**config.mk**
```make
export PLATFORM = sky130hd
export DESIGN_NAME = nclic_entry
export DESIGN_NICKNAME = d
export VERILOG_FILES = /design/src/rtl/nclic_pkg.sv /design/src/rtl/nclic_prio_stack.sv /design/src/rtl/nclic_entry.sv
export SDC_FILE = /design/constraint.sdc
export NUM_CORES = 1
export LEC_CHECK = 0
export ABC_AREA = 1
export CORE_MARGIN = 1
export CORE_UTILIZATION = 50
export CTS_CLUSTER_SIZE = 10
export DETAILED_ROUTE_END_ITERATION = 8
export GPL_TIMING_DRIVEN = 0
export PLACE_DENSITY = 0.77
export SYNTH_ARGS = -nofsm -noshare
export SYNTH_HDL_FRONTEND = slang
export SYNTH_SLANG_ARGS = --single-unit
```
**constraint.sdc**
```tcl
create_clock -name clk -period 2.1 [get_ports clk]
set_clock_uncertainty 0.05 [all_clocks]
set_input_delay 0.63 -clock clk [delete_from_list [all_inputs] [get_ports clk]]
set_output_delay 0.63 -clock clk [all_outputs]
set_load 0.01 [all_outputs]
```
**src/rtl/nclic_pkg.sv**
```systemverilog
// Shared types and constants for the nclic core-side entry logic.
package nclic_pkg;

  typedef logic [4:0] IntIndex;
  typedef logic [3:0] IntPriority;

  typedef enum logic [1:0] {
    IDLE,
    ENTRY,
    VECTOR,
    RETURN
  } entry_state_e;

  localparam int unsigned VecEntryBytes = 4;

  // Handler address for a zero-extended index; 32-bit add wraps naturally.
  function automatic logic [31:0] vec_addr(input logic [31:0] base,
                                           input logic [31:0] idx_zx);
    return base + (idx_zx * 32'(VecEntryBytes));
  endfunction

endpackage

```
**src/rtl/nclic_prio_stack.sv**
```systemverilog
// Synchronous LIFO of preempted {index, priority} pairs.
// Push when full and pop/replace when empty are silently ignored; the
// caller decides whether that is an error.
module nclic_prio_stack #(
  parameter int W     = 9,
  parameter int DEPTH = 8,
  localparam int CW   = $clog2(DEPTH + 1),
  localparam int AW   = (DEPTH > 1) ? $clog2(DEPTH) : 1
) (
  input  logic          clk,
  input  logic          reset,
  input  logic          push,
  input  logic          pop,
  input  logic          replace_top,
  input  logic [W-1:0]  din,
  output logic [W-1:0]  top,
  output logic          full,
  output logic          empty,
  output logic [CW-1:0] depth
);

  logic [W-1:0]  mem [DEPTH];
  logic [CW-1:0] cnt;
  logic [AW-1:0] wr_ptr;
  logic [AW-1:0] top_ptr;

  assign full    = (cnt == CW'(DEPTH));
  assign empty   = (cnt == '0);
  assign depth   = cnt;
  assign wr_ptr  = AW'(cnt);
  assign top_ptr = AW'(cnt - CW'(1));
  assign top     = empty ? '0 : mem[top_ptr];

  // Storage and occupancy; push wins over pop, pop over replace.
  always_ff @(posedge clk or negedge reset) begin
    if (!reset) begin
      cnt <= '0;
      for (int i = 0; i < DEPTH; i++) mem[i] <= '0;
    end else if (push && !full) begin
      mem[wr_ptr] <= din;
      cnt         <= cnt + CW'(1);
    end else if (pop && !empty) begin
      cnt <= cnt - CW'(1);
    end else if (replace_top && !empty) begin
      mem[top_ptr] <= din;
    end
  end

endmodule

```
**src/rtl/nclic_entry.sv**
```systemverilog
// Core-side responder to the interrupt controller dispatch interface.
// Accepts dispatches, stacks preempted (index, priority) pairs, strobes the
// pending-clear ack and hands the handler vector to fetch over valid/ready.
// Optional: define NCLIC_ENTRY_STACK_GUARD_EN to flag stack overflow and
// underflow on a sticky o_err and redirect overflowing entries to VecBase.
module nclic_entry #(
  parameter type         IntIndex    = nclic_pkg::IntIndex,
  parameter type         IntPriority = nclic_pkg::IntPriority,
  parameter int          IntAmount   = 32,
  parameter int          StackDepth  = 8,
  parameter logic [31:0] VecBase     = 32'h0000_0000,
  localparam int         DepthW      = $clog2(StackDepth + 1)
) (
  input  logic              clk,
  input  logic              reset,
  input  logic              i_int,
  input  IntIndex           i_idx,
  input  IntPriority        i_prio,
  input  logic              i_ret,
  output logic              o_mret,
  output logic              o_vec_valid,
  input  logic              i_vec_ready,
  output logic [31:0]       o_vec_addr,
  output logic              o_ack,
  output IntIndex           o_ack_idx,
  output IntIndex           o_run_idx,
  output IntPriority        o_run_prio,
  output logic [DepthW-1:0] o_depth,
  output logic              o_stall,
  output logic              o_err
);

  import nclic_pkg::*;

  localparam int IW   = $bits(IntIndex);
  localparam int PW   = $bits(IntPriority);
  localparam int StkW = IW + PW;
  // The vector table only spans IntAmount entries; higher index bits are
  // never legitimately set, so they do not reach the address adder.
  localparam int TblW = (IntAmount > 1) ? $clog2(IntAmount) : 1;
  localparam int IdxW = (TblW < IW) ? TblW : IW;

  entry_state_e state, state_n;

  IntIndex    lat_idx, run_idx, top_idx;
  IntPriority lat_prio, run_prio, top_prio;
  logic       tail_q;

  logic            push_req, stk_push, stk_pop;
  logic            stk_full, stk_empty;
  logic [StkW-1:0] stk_top;
  logic            ack, vec_valid, mret;
  logic [31:0]     vec_target;

  assign push_req = (state == IDLE) && i_int && !i_ret;
  assign stk_push = push_req && !stk_full;

  nclic_prio_stack #(
    .W     (StkW),
    .DEPTH (StackDepth)
  ) u_stack (
    .clk         (clk),
    .reset       (reset),
    .push        (stk_push),
    .pop         (stk_pop),
    .replace_top (1'b0),
    .din         ({run_idx, run_prio}),
    .top         (stk_top),
    .full        (stk_full),
    .empty       (stk_empty),
    .depth       (o_depth)
  );

  assign top_idx  = IntIndex'(stk_top[StkW-1 -: IW]);
  assign top_prio = IntPriority'(stk_top[PW-1:0]);

  // State register.
  always_ff @(posedge clk or negedge reset) begin
    if (!reset) state <= IDLE;
    else        state <= state_n;
  end

  // Next state and per-state strobes; requests are only looked at in IDLE.
  always_comb begin
    state_n   = state;
    stk_pop   = 1'b0;
    ack       = 1'b0;
    vec_valid = 1'b0;
    mret      = 1'b0;
    o_stall   = 1'b1;
    case (state)
      IDLE: begin
        o_stall = 1'b0;
        if (i_int)      state_n = ENTRY;
        else if (i_ret) state_n = RETURN;
      end
      ENTRY: begin
        ack     = 1'b1;
        mret    = tail_q;
        state_n = VECTOR;
      end
      VECTOR: begin
        vec_valid = 1'b1;
        if (i_vec_ready) state_n = IDLE;
      end
      RETURN: begin
        stk_pop = 1'b1;
        mret    = 1'b1;
        state_n = IDLE;
      end
      default: state_n = IDLE;
    endcase
  end

  // Latch the dispatch in IDLE, commit it as running in ENTRY, and restore
  // the preempted context in RETURN (an empty stack leaves it untouched).
  // A tail chain is remembered so ENTRY can also strobe mret; the old
  // handler's slot is simply overwritten, the stack is not touched.
  always_ff @(posedge clk or negedge reset) begin
    if (!reset) begin
      lat_idx  <= '0;
      lat_prio <= '0;
      run_idx  <= '0;
      run_prio <= '0;
      tail_q   <= 1'b0;
    end else begin
      case (state)
        IDLE: if (i_int) begin
          lat_idx  <= i_idx;
          lat_prio <= i_prio;
          tail_q   <= i_ret;
        end
        ENTRY: begin
          run_idx  <= lat_idx;
          run_prio <= lat_prio;
        end
        RETURN: if (!stk_empty) begin
          run_idx  <= top_idx;
          run_prio <= top_prio;
        end
        default: ;
      endcase
    end
  end

`ifdef NCLIC_ENTRY_STACK_GUARD_EN
  logic fault_q, err_q;

  // Overflowing entry goes to the fault vector; any stack misuse is sticky.
  always_ff @(posedge clk or negedge reset) begin
    if (!reset) begin
      fault_q <= 1'b0;
      err_q   <= 1'b0;
    end else begin
      if ((state == IDLE) && i_int) fault_q <= push_req && stk_full;
      if ((push_req && stk_full) || ((state == RETURN) && stk_empty))
        err_q <= 1'b1;
    end
  end

  assign o_err      = err_q;
  assign vec_target = fault_q ? VecBase : vec_addr(VecBase, 32'(lat_idx[IdxW-1:0]));
`else
  assign o_err      = 1'b0;
  assign vec_target = vec_addr(VecBase, 32'(lat_idx[IdxW-1:0]));
`endif

  assign o_ack       = ack;
  assign o_ack_idx   = ack ? lat_idx : '0;
  assign o_vec_valid = vec_valid;
  assign o_vec_addr  = vec_valid ? vec_target : '0;
  assign o_mret      = mret;
  assign o_run_idx   = run_idx;
  assign o_run_prio  = run_prio;

endmodule
```
-- Word level (Yosys, flattened, before mapping)
Cells that the tools add are included.
- $add $sub $neg: 2
- $lt $le $gt $ge: 3
- equality and inequality tests: 7
- multiplexer cells: 23
- bitwise operators: 2
- reductions and logical operators: 16
- operator list (kind ; count):
    bitwise mux 72 bit ; 1
    binary-select mux 9 bit (select 3 bit) ; 1
    demux 9 bit (select 3 bit) ; 1
    two-way mux 9 bit ; 3
    two-way mux 4 bit ; 3
    two-way mux 5 bit ; 2
    case mux 5 bit (2 select lines) ; 1
    >= comparator 4 bit, second input constant ; 2
    NOT 3 -> 4 bit ; 2
    case mux 2 bit (4 select lines) ; 1
    case mux 4 bit (2 select lines) ; 1
    two-way mux 7 bit ; 1
    logical AND 1 bit ; 6
    two-way mux 2 bit ; 3
    AND reduction 2 bit ; 3
    adder 4 x 1 -> 4 bit, second input constant ; 1
    == test 2 bit, second input constant ; 2
    == test 4 bit, second input constant ; 1
    logical NOT 4 bit ; 1
    < comparator 4 x 1 -> 1 bit, second input constant ; 1
    two-way mux 1 bit ; 4
    inequality test 2 bit, second input constant ; 2
    nonzero test 2 bit ; 2
    subtractor 4 x 1 -> 4 bit, second input constant ; 1
    other kinds (5) ; 7
- flip-flop bits (word level): 97
- bits of input ports: 14
- output and inout bits: 55
- word-level logic and storage cells: 68

-- Logic depth before layout (Yosys ltp)
- depth in word-level cells: 7
- depth in mapped cells: 12
- depth with buffers taken out: 10

-- Hierarchy
Synthesis repeated with hierarchy kept, for this count alone.
- cells, all modules: 767
- area total of the unflattened synthesis: 5760.5 µm²
- by module, submodules not included (module ; instances ; cells an instance ; area each (µm²) ; seq. area each (µm²)):
    nclic_prio_stack ; 1 ; 588 ; 4449.3 ; 1901.8
    nclic_entry ; 1 ; 179 ; 1311.3 ; 525.5

-- Worst setup path before layout
No wires, ideal clock.
- path type: register to register
- from: register u_stack.cnt[0], in the netlist u_stack.depth[0]
- to: register run_idx[4], in the netlist o_run_idx[4]
- setup time: 0.077 ns
- arrival: 2.056 ns
- data required time: 1.973 ns
- path slack: -0.084 ns
- cell stages (with the launch flop): 10
- path buffers: 2
- period minus slack after synthesis: 2.184 ns
- path through: dfrtp_1 -> inv_2 -> clkbuf_1 -> ha_1 -> clkinv_1 -> clkbuf_1 -> nand3_1 -> nand3_1 -> nand3_1 -> a21oi_1
- word-level cells in the longest chain between the ends: 7
- elaborated cells between the ends (all ways): 10
- those cells by class: 1 x add/sub; 1 x eq/ne; 5 x mux; 1 x bitwise; 2 x reduce/logical
- ends and longest elaborated chain (what ; RTL line ; text):
    start, declared ; nclic_prio_stack.sv:23 ; logic [CW-1:0] cnt;
    start signal, assigned ; nclic_prio_stack.sv:41 ; cnt <= cnt + CW'(1);
    start signal, assigned ; nclic_prio_stack.sv:43 ; cnt <= cnt - CW'(1);
    subtractor 4 x 1 -> 4 bit ; - ;
    via u_stack.top_ptr[0] ; nclic_prio_stack.sv:25 ; logic [AW-1:0] top_ptr;
    NOT 3 -> 4 bit (implied by the code) ; nclic_prio_stack.sv:32 ; assign top = empty ? '0 : mem[top_ptr];
    binary-select mux 9 bit (select 3 bit) ; nclic_prio_stack.sv:32 ;
    two-way mux 9 bit (implied by the code) (2 in series) ; nclic_prio_stack.sv:32 ;
    two-way mux 5 bit ; nclic_entry.sv:137 ; RETURN: if (!stk_empty) begin
    case mux 5 bit (2 select lines) ; nclic_entry.sv:127 ; case (state)
    end signal, assigned ; nclic_entry.sv:134 ; run_idx <= lat_idx;
    end signal, assigned ; nclic_entry.sv:138 ; run_idx <= top_idx;
    end, declared ; nclic_entry.sv:45 ; IntIndex lat_idx, run_idx, top_idx;
The timed path passes the listed nets, and every way through them passes these cells. The select of a mux whose other input is x is not followed.
A chain may end at the register's enable or synchronous reset.

-- Worst setup path in the final report
- from: register u_stack.cnt[3], in the netlist u_stack.depth[3]
- to: output port o_depth[3]
- RTL lines (what ; RTL line ; text):
    end, declared ; nclic_entry.sv:28 ; output logic [DepthW-1:0] o_depth,
No word-level cell between the ends.

==> results.txt <==
The run finished with clean final reports. The area fraction of the dominant cell type after synthesis is 0.4815. Summed over all cells, the static leakage comes to 0.003195 µW. The critical path goes through clkdlybuf4s50_1. Number of global-route vias before repair: 4,035. The cell with the largest stage delay on the worst path is sky130_fd_sc_hd__clkdlybuf4s50_1.

For the worst-skew pair, the clock arrives at the later sink with an insertion delay of 0.37 ns. Among all cell types in the netlist, the one instantiated most often is sky130_fd_sc_hd__nand2_1. The CTS H-tree depth was 3; the tightest slew margin relative to the limit was 0.5994. The highest clock frequency the design can meet was 483.8 MHz. In this run the vertical extent of the chip is 102.4 µm. Summed over all layers, the global routing overflow is 0.

The largest single stage delay on the critical path is 0.57 ns. The routed layout has 4,535 vias. The logs give 0 for the number of maximum-capacitance violations and 20,360 µm for the global-route wire length before repair. Among all flip-flop cells after synthesis, the most frequent one is sky130_fd_sc_hd__dfrtp_1. Synthesis handed over a netlist of 627 instances. The initial standard-cell utilization of the core was 0.5157. TritonCTS built the clock tree. The routability-driven placement congestion ratio came out at 0.8961.

The fraction of layout instances using a drive strength above 1 was 0.2049; the detailed-route wire length per cell was 15.22 µm. In the routed design, unresolved DRC markers number 0. The number of antenna violations at the first check in global routing came out at 0. Ranked by total cell area, the synthesized netlist is headed by sky130_fd_sc_hd__dfrtp_1 48%, sky130_fd_sc_hd__nand2_1 13%, sky130_fd_sc_hd__inv_1 6.0%, sky130_fd_sc_hd__nand3_1 5.6%, sky130_fd_sc_hd__o21ai_0 4.8%. The tools report the count of final max-slew check failures as 0. 69 I/O pins were placed. The detailed router finished its first iteration with 402 violations. STA classifies the critical path startpoint as a flip-flop. After synthesis, the most frequently instantiated cells are 176 x sky130_fd_sc_hd__nand2_1, 97 x sky130_fd_sc_hd__dfrtp_1, 81 x sky130_fd_sc_hd__inv_1, 56 x sky130_fd_sc_hd__nand3_1, 48 x sky130_fd_sc_hd__o21ai_0. The classification of the worst setup path was flip-flop to output pin. The category of cells accounting for the largest share of critical-path delay was buffers and inverters. The run gives 749 as the number of nets in the layout.

The tools report the setup-violating endpoint count in the final report as 0. TritonCTS created 9 clock buffers. CTS clock-pin slew for the worst setup and hold paths: 0.10 ns. Required arrival time at the worst endpoint: 1.42 ns.

The number of hold buffers added after CTS was 0. The total global routing track utilization was 0.2625. The final number of hold-violating endpoints was 0; the antenna cell count was 0. The root buffer cell chosen for the clock tree is sky130_fd_sc_hd__clkbuf_8. Maximum number of pins on one net before global-route repair: 53. The power per cell area was 1557 nW/µm²; the length of the first detailed-routing pass in iterations was 5. Yosys mapped the design onto 32 distinct sky130hd cell types. For the area of the mapped netlist, the log shows 5041 µm². Data on the critical path arrives at its endpoint at 1.39 ns. Counting flops and latches in the post-synthesis netlist gives 97.

The buffer and inverter count on the worst path is 1, and the number of warnings issued by yosys is 0. Detailed routing placed a total of 757 µm of wire on met3. Summed over all nets, the half-perimeter wirelength after detailed placement is 8931 µm.

At the pin with the least slew margin, the transition time is 0.6008 ns. From left edge to right edge, the die measures 102.4 µm. The floorplan row count is 36. Number of enable-type register cells in the synthesized netlist: 0. The proportion of synthesized chip area in sequential cells was 0.4815. The growth of design area from synthesis to finish came out at 24.25%. The tools report the peak supply drop as 0.9393 mV. The die footprint was 10,490 µm². The cell area after layout is 6264 µm². The met2 wire length is 6500 µm, and the count of antenna-violating nets left after detailed routing is 0. The total clock sinks came out at 97. Port buffering added 40 buffers. No sink is reached through more buffers than the 2 on the longest clock path.

For the worst hold slack after final layout, the log shows 0.1980 ns. The largest total area in the synthesized netlist belongs to sky130_fd_sc_hd__dfrtp_1. The post-route clock period utilization came out at 0.9844. Dividing the detail-routed via count by the number of cells gives 5.213. The final critical path time including I/O delays and setup works out to 2.067 ns.

Highest layer used for signal routing: met4. Type of the worst min-delay path: input port to async pin. The area of the core region is 9774 µm², and the length of routed wiring on met1 is 5574 µm. The post-synthesis async set-or-reset flop share was 1.000; the biggest fanout along the worst timing path was 5. The post-detailed-placement cell area came out at 5737 µm². The kind of end point of the critical path is an output pin.

The post-synthesis average cell area is 8.040 µm², and the overall routed net length is 13,240 µm.
-- timing repair --
| item | in CTS | in global routing |
|---|---|---|
| cloned | 0 | 2 |
| setup endpoints to repair | 99 | 95 |
| pin swaps | 1 | 4 |
| gates resized for setup | 67 | 39 |
| buffers inserted | 12 | 13 |
-- layer usage --
| metal | GRT usage | up-vias |
|---|---|---|
| li1 | - | 2121 |
| met1 | 0.3647 | 2189 |
| met2 | 0.4177 | 189 |
| met3 | 0.03010 | 36 |
| met4 | 0.1154 | 0 |
| met5 | 0 | - |
-- final cells by class --
type	instances	area, µm²
flip-flops and latches	97	2430
fillers	807	3511
well taps	133	166.4
clock buffers	10	137.6
clock inverters	6	90.09
repair buffers	68	579.3
multi-input cells	419	2110
plain buffers	52	414.1
inverters	85	336.6
-- path summary, 6_finish.rpt --
path,from,endpoint,slack [ns],cells past startpoint
worst min register to register,u_stack.mem[40],u_stack.mem[40],0.44,2
min in group clk,u_stack.mem[40],u_stack.mem[40],0.44,2
worst max register to register,u_stack.depth[0],u_stack.mem[21],0.06,11
worst max-delay path,u_stack.depth[3],o_depth[3],0.03,1
worst min-delay path,reset,state[1],0.20,1
max in group asynchronous,reset,u_stack.mem[71],1.14,2
-- kinds of logic (layout without fill, tap and decap cells) --
logic type,count (synthesis),after routing,share of synthesized area
flops,97,97,0.4815
other cells,1,28,0.0007439
xor+xnor,5,5,0.008687
mux,4,4,0.008935
fa+ha+maj,3,3,0.007447
buf+inv,138,221,0.1390
compound gates,103,103,0.1122
simple gates,276,276,0.2415
-- placed cells by master (no fill, tap or decap), types with 3 or more instances in the layout --
cell type and instances:
sky130_fd_sc_hd__conb_1 28, sky130_fd_sc_hd__nand3_1 56, sky130_fd_sc_hd__buf_4 52, sky130_fd_sc_hd__a21oi_1 16, sky130_fd_sc_hd__ha_1 3, sky130_fd_sc_hd__nor2_2 3, sky130_fd_sc_hd__o21ai_0 43, sky130_fd_sc_hd__nor2_1 28
sky130_fd_sc_hd__inv_2 3, sky130_fd_sc_hd__o21ai_2 13, sky130_fd_sc_hd__clkbuf_2 3, sky130_fd_sc_hd__inv_6 3, sky130_fd_sc_hd__xor2_1 3, sky130_fd_sc_hd__dfrtp_1 95, sky130_fd_sc_hd__nand2_1 175, sky130_fd_sc_hd__nor2_4 4
sky130_fd_sc_hd__clkbuf_8 10, sky130_fd_sc_hd__clkdlybuf4s50_1 24, sky130_fd_sc_hd__o21ai_1 29, sky130_fd_sc_hd__inv_1 76, sky130_fd_sc_hd__buf_6 13, sky130_fd_sc_hd__dlygate4sd2_1 3, sky130_fd_sc_hd__buf_2 18, sky130_fd_sc_hd__mux2_2 4
sky130_fd_sc_hd__nand4_4 5
-- power by group --
| group | total (µW) | leakage, µW | internal, µW | switching (µW) |
|---|---|---|---|---|
| Sequential | 3130 | 0.00123 | 2660 | 479 |
| Combinational | 5230 | 0.00185 | 1930 | 3300 |
| Clock | 1390 | 0.000113 | 708 | 681 |
| Total | 9750 | 0.00319 | 5290 | 4460 |
-- metrics by stage --
stage	power (µW)	setup TNS, ns	std cells	util	worst slack (ns)
global placement	7693	-317.49	827	0.5844	-3.455
CTS	9494	-0.3572	856	0.6289	-0.07918
detailed placement	7854	-18.57	828	0.5869	-0.3474
finish	9753	0	870	0.6408	0.03283
global route	10420	-0.2246	870	0.6408	-0.03508
floorplan	6161	0	654	-	0.004835
-- state kept, by name, indices dropped and copies added, names as in the netlist --
register and cells:
state 2, u_stack.depth 4, o_run_idx 5, o_run_prio 4
lat_idx 5, tail_q 1, lat_prio 4, u_stack.mem 72
Note: power is estimated with default switching activity, not from simulation.
